[config.mk]
export PLATFORM = sky130hd
export DESIGN_NAME = reg_file32
export DESIGN_NICKNAME = d
export VERILOG_FILES = /design/src/rtl/reg_file32.sv
export SDC_FILE = /design/constraint.sdc
export NUM_CORES = 2
export LEC_CHECK = 0
export BUFFER_PORTS_ARGS = -buffer_cell sky130_fd_sc_hd__buf_4
export CORE_ASPECT_RATIO = 0.9
export CORE_MARGIN = 5
export CORE_UTILIZATION = 68
export CTS_CLUSTER_SIZE = 12
export DETAILED_ROUTE_END_ITERATION = 7
export PLACE_DENSITY = 0.86
export SLEW_MARGIN = 20
export SYNTH_ARGS = -nofsm -noshare
export SYNTH_HDL_FRONTEND = slang
export SYNTH_SLANG_ARGS = --single-unit
[constraint.sdc]
create_clock -name clk -period 83.3 [get_ports clk]
set_clock_uncertainty 0.2 [all_clocks]
set_input_delay 16.66 -clock clk [delete_from_list [all_inputs] [get_ports clk]]
set_output_delay 16.66 -clock clk [all_outputs]
set_load 0.03 [all_outputs]
[src/rtl/reg_file32.sv]
// reg_file32: 32-entry general-purpose register file.
//
// Sits downstream of the write-enable decoder and feeds the ALU operand stage.
// Writes are selected by a one-hot enable vector. Bit 0 of that vector is
// ignored because r0 is hardwired to zero. A multi-hot enable over bits 31:1
// suppresses the write and raises a sticky error flag.
//
// Ports
//   clk          in   1      rising-edge clock
//   reset        in   1      asynchronous, active-high reset
//   WriteEn      in   32     one-hot write enable, bit i selects register i
//   WriteData    in   WIDTH  write data
//   ReadReg1     in   5      read port 1 address
//   ReadReg2     in   5      read port 2 address
//   ErrClr       in   1      synchronous clear of MultiHotErr
//   ReadData1    out  WIDTH  read port 1 data (combinational)
//   ReadData2    out  WIDTH  read port 2 data (combinational)
//   MultiHotErr  out  1      sticky multi-hot write-enable flag
//   WriteCount   out  16     committed writes since reset, saturating
//
// Parameters
//   WIDTH   register data width
//   BYPASS  1: a same-cycle one-hot write is forwarded to matching read ports
module reg_file32 #(
  parameter int unsigned WIDTH  = 32,
  parameter bit          BYPASS = 1'b1
) (
  input  logic             clk,
  input  logic             reset,
  input  logic [31:0]      WriteEn,
  input  logic [WIDTH-1:0] WriteData,
  input  logic [4:0]       ReadReg1,
  input  logic [4:0]       ReadReg2,
  input  logic             ErrClr,
  output logic [WIDTH-1:0] ReadData1,
  output logic [WIDTH-1:0] ReadData2,
  output logic             MultiHotErr,
  output logic [15:0]      WriteCount
);

  logic [30:0]      wr_vec;
  logic             wr_any;
  logic             wr_multi;
  logic             wr_onehot;

  logic [WIDTH-1:0] regs_q [32];
  logic             err_d, err_q;
  logic [15:0]      cnt_d, cnt_q;

  // Decode V = WriteEn[31:1].
  // v & (v - 1) is non-zero exactly when two or more bits of v are set.
  assign wr_vec    = WriteEn[31:1];
  assign wr_any    = |wr_vec;
  assign wr_multi  = |(wr_vec & (wr_vec - 31'd1));
  assign wr_onehot = wr_any & ~wr_multi;

  // Register storage.
  // Entry 0 is never written; reads of address 0 are forced to zero anyway.
  always_ff @(posedge clk or posedge reset) begin
    if (reset) begin
      for (int i = 0; i < 32; i++) begin
        regs_q[i] <= '0;
      end
    end else if (wr_onehot) begin
      for (int i = 1; i < 32; i++) begin
        if (wr_vec[i-1]) begin
          regs_q[i] <= WriteData;
        end
      end
    end
  end

  always_comb begin
    cnt_d = cnt_q;
    if (wr_onehot && (cnt_q != 16'hFFFF)) begin
      cnt_d = cnt_q + 16'd1;
    end
  end

  // Setting the flag takes priority over clearing it.
  always_comb begin
    err_d = err_q;
    if (wr_multi) begin
      err_d = 1'b1;
    end else if (ErrClr) begin
      err_d = 1'b0;
    end
  end

  always_ff @(posedge clk or posedge reset) begin
    if (reset) begin
      cnt_q <= '0;
      err_q <= 1'b0;
    end else begin
      cnt_q <= cnt_d;
      err_q <= err_d;
    end
  end

  // Read ports.
  // Address 0 and an asserted reset both return zero. Reset gating also
  // stops the bypass path from leaking WriteData while reset is held.
  always_comb begin
    ReadData1 = regs_q[ReadReg1];
    if (BYPASS && wr_onehot && WriteEn[ReadReg1]) begin
      ReadData1 = WriteData;
    end
    if (reset || (ReadReg1 == 5'd0)) begin
      ReadData1 = '0;
    end

    ReadData2 = regs_q[ReadReg2];
    if (BYPASS && wr_onehot && WriteEn[ReadReg2]) begin
      ReadData2 = WriteData;
    end
    if (reset || (ReadReg2 == 5'd0)) begin
      ReadData2 = '0;
    end
  end

  assign MultiHotErr = err_q;
  assign WriteCount  = cnt_q;

endmodule

==> results.cfg <==
[yosys]
synth_ff_type = dfrtp_1
yosysTopAreaCell = dfrtp_1
synth-edff-count = 0
avgSynthCellArea_sq_um = 15.45
ys_types = 50
syn_nets = 3685
yosysSeqAreaShare_pct = 45.30
synth_warnings = 32
ys_top_cells_by_area = dfrtp_1 45%, mux4_2 24%, mux2_2 18%
yosysMostFrequentCell = dfrtp_1
synthArstFlopShare_pct = 100.0
netlist.area_leader.share_pct = 45.30
synth-seq-cells = 1009
syn_inst = 3607
synth_area_sq_um = 55740
synth_common_cells = 1009 x dfrtp_1, 905 x mux2_2, 596 x mux4_2

[pwr]
p_sw_uw = 246.7
powerDensity_nw_per_um2 = 16.64
combPwrFrac_pct = 6.8
clkPwrFrac_pct = 44.8
vdd.ir_drop.worst_v = 0.00001718
power.share.sequential_pct = 48.4
leakage_nw = 28.26
p_sw_share_pct = 24.37
internal-power_uw = 765.5

[critical_path]
crit_arrival_ns = 21.22
crit_type = in -> out
required_ns = 66.44
end_kind = primary output
cp_max_fo = 62
crit_path_start_kind = input pin

[placement]
place_congestion = 0.8927
portBuffers = 157
place_area_sq_um = 57510
place_inst = 4490
dpl.hpwl_um = 96780

[floorplanning]
initial_core_util_pct = 68.70
die_area_sq_um = 87810
rows = 99
die_h_um = 281.6
core_area_sq_um = 81130
die_x_um = 311.8
io_pins = 158

[clock_network]
post_cts_resize_count = 0
clk_latency_ns = 0.67
cts.sink_count = 1009
hold_buffers = 0
path_clk_slew_ns = 0.06
clock_path_buffers = 3
cts_made_buffers = 103
post_cts_buffers = 0
cts_root_buf = clkbuf_16
htreeDepth = 3
cts_tree = built

[layout]
final_cells = 4667
syn_to_final_growth_pct = 9.097
multi_input_area_sq_um = 29090
drive_above_1_share_pct = 55.18
fill_cells = 4512
final_cell_area_sq_um = 60810
area.sequential_sq_um = 25250
fin_nets = 3614

[timing]
hold_viol_final = 0
period_needed_ns = 38.08
setup_viol = 0
hold_ws_ns = 0.3034
report.final.slew_viol_count = 0
fmax_mhz = 26.26
tns_ns = 0
relSlewSlack_pct = 23.61
min_period_over_period_pct = 45.71
rsz0062_at_grt = no
tightest_slew_ns = 1.114

[global_route]
grt_start_max_net_pins = 170
grtUsageTotal_pct = 38.68
grt_overflow_total = 0
antenna_found_initial = 6
grt_pass1_vias = 39010
grt_pass1_wl_um = 252700

[detailed_routing]
vias = 36900
first_pass_iters = 6
drtIter0Drc = 4973
drt_wl_total_um = 168100
drcViolationCount = 0
wl_per_cell_um = 36.03
ant_nets = 0
drt-vias-per-instance = 7.907

[run]
max_cap_viol_count = 0

[hold_path]
hold_path.class = reg -> reg

[status]
outcome = finished clean
[path summary, 6_finish.rpt]
| kind | slack (ns) | endpoint | startpoint | depth (start not counted) |
|---|---|---|---|---|
| setup / recovery | 45.22 | ReadData2[15] | ReadReg2[2] | 9 |
| hold / removal | 0.30 | WriteCount[7] | WriteCount[7] | 1 |
| setup reg to reg | 80.87 | WriteCount[1] | WriteCount[5] | 7 |
| hold reg to reg | 0.30 | WriteCount[7] | WriteCount[7] | 1 |
| max in group asynchronous | 63.28 | regs_q[895] | reset | 6 |
| min in group asynchronous | 15.89 | regs_q[200] | reset | 2 |
[layout make-up]
cell class                 instances  area share [%]
clock buffer                     151           4.983
timing repair buffer             232           3.055
antenna                            6         0.02469
sequential                      1009           41.52
multi-input combinational       2183           47.84
inverter                           7         0.05555
clock inverter                    19          0.3436
tap                             1060           2.181
[metrics by stage]
stage               utilization, %  worst slack [ns]  power (mW)
floorplan                        -             24.40      0.5438
global placement             70.89             45.27      0.5647
detailed placement           70.89             45.33      0.5663
CTS                          74.88             45.29       1.012
global route                 74.94             45.07       1.038
finish                       74.95             45.22       1.012
[state kept, by name, summed over array words and instances, names as in the netlist]
signal,flops
regs_q,992
WriteCount,16
MultiHotErr,1
[layout by cell type (no fill, tap or decap), drive strengths merged, types with 3 or more instances in the layout]
master / n
inv: 9
a21oi: 71
mux2i: 96
xnor2: 11
mux4: 596
or4: 3
clkbuf: 155
nor2b: 4
o21ai: 38
diode: 6
clkinvlp: 3
or3: 7
a22o: 32
nor2: 14
buf: 228
nor4: 8
clkinv: 12
dfrtp: 1009
nor3: 14
o22ai: 4
nand2: 38
nand3: 44
o31ai: 3
a31o: 64
nand4: 83
mux2: 1027
[layer usage]
metal	global-route usage [%]	routed length [um]	vias up
li1	-	-	14100
met5	2.061	292	-
met1	52.26	59780	19440
met2	57.31	75490	2770
met4	16.88	8633	8
met3	14.65	23950	588
[kinds of logic after synthesis]
| group | synth area share [%] |
|---|---|
| adder cells (fa/ha/maj) | 0.02244 |
| multiplexers | 46.55 |
| buffers and inverters | 2.916 |
| AO/OA/AOI/OAI | 2.723 |
| XOR/XNOR | 0.2043 |
| AND/OR/NAND/NOR | 2.287 |
| flip-flops | 45.30 |
[critical path: stages]
cell and delay, ns:
clkbuf_8 0.60, buf_4 0.88, buf_4 0.87, mux4_2 0.41, mux4_2 0.47, mux2i_1 0.72, a31o_2 0.23, a21oi_1 0.06
buf_4 0.17
[power groups by stage]
stage	clock network [mW]	logic (mW)	registers (mW)
floorplan	0	0.0438	0.500
global placement	0	0.0656	0.499
detailed placement	0	0.0672	0.499
CTS	0.455	0.0673	0.490
global route	0.475	0.0724	0.490
finish	0.453	0.0687	0.490
Note: power is estimated with default switching activity, not from simulation.
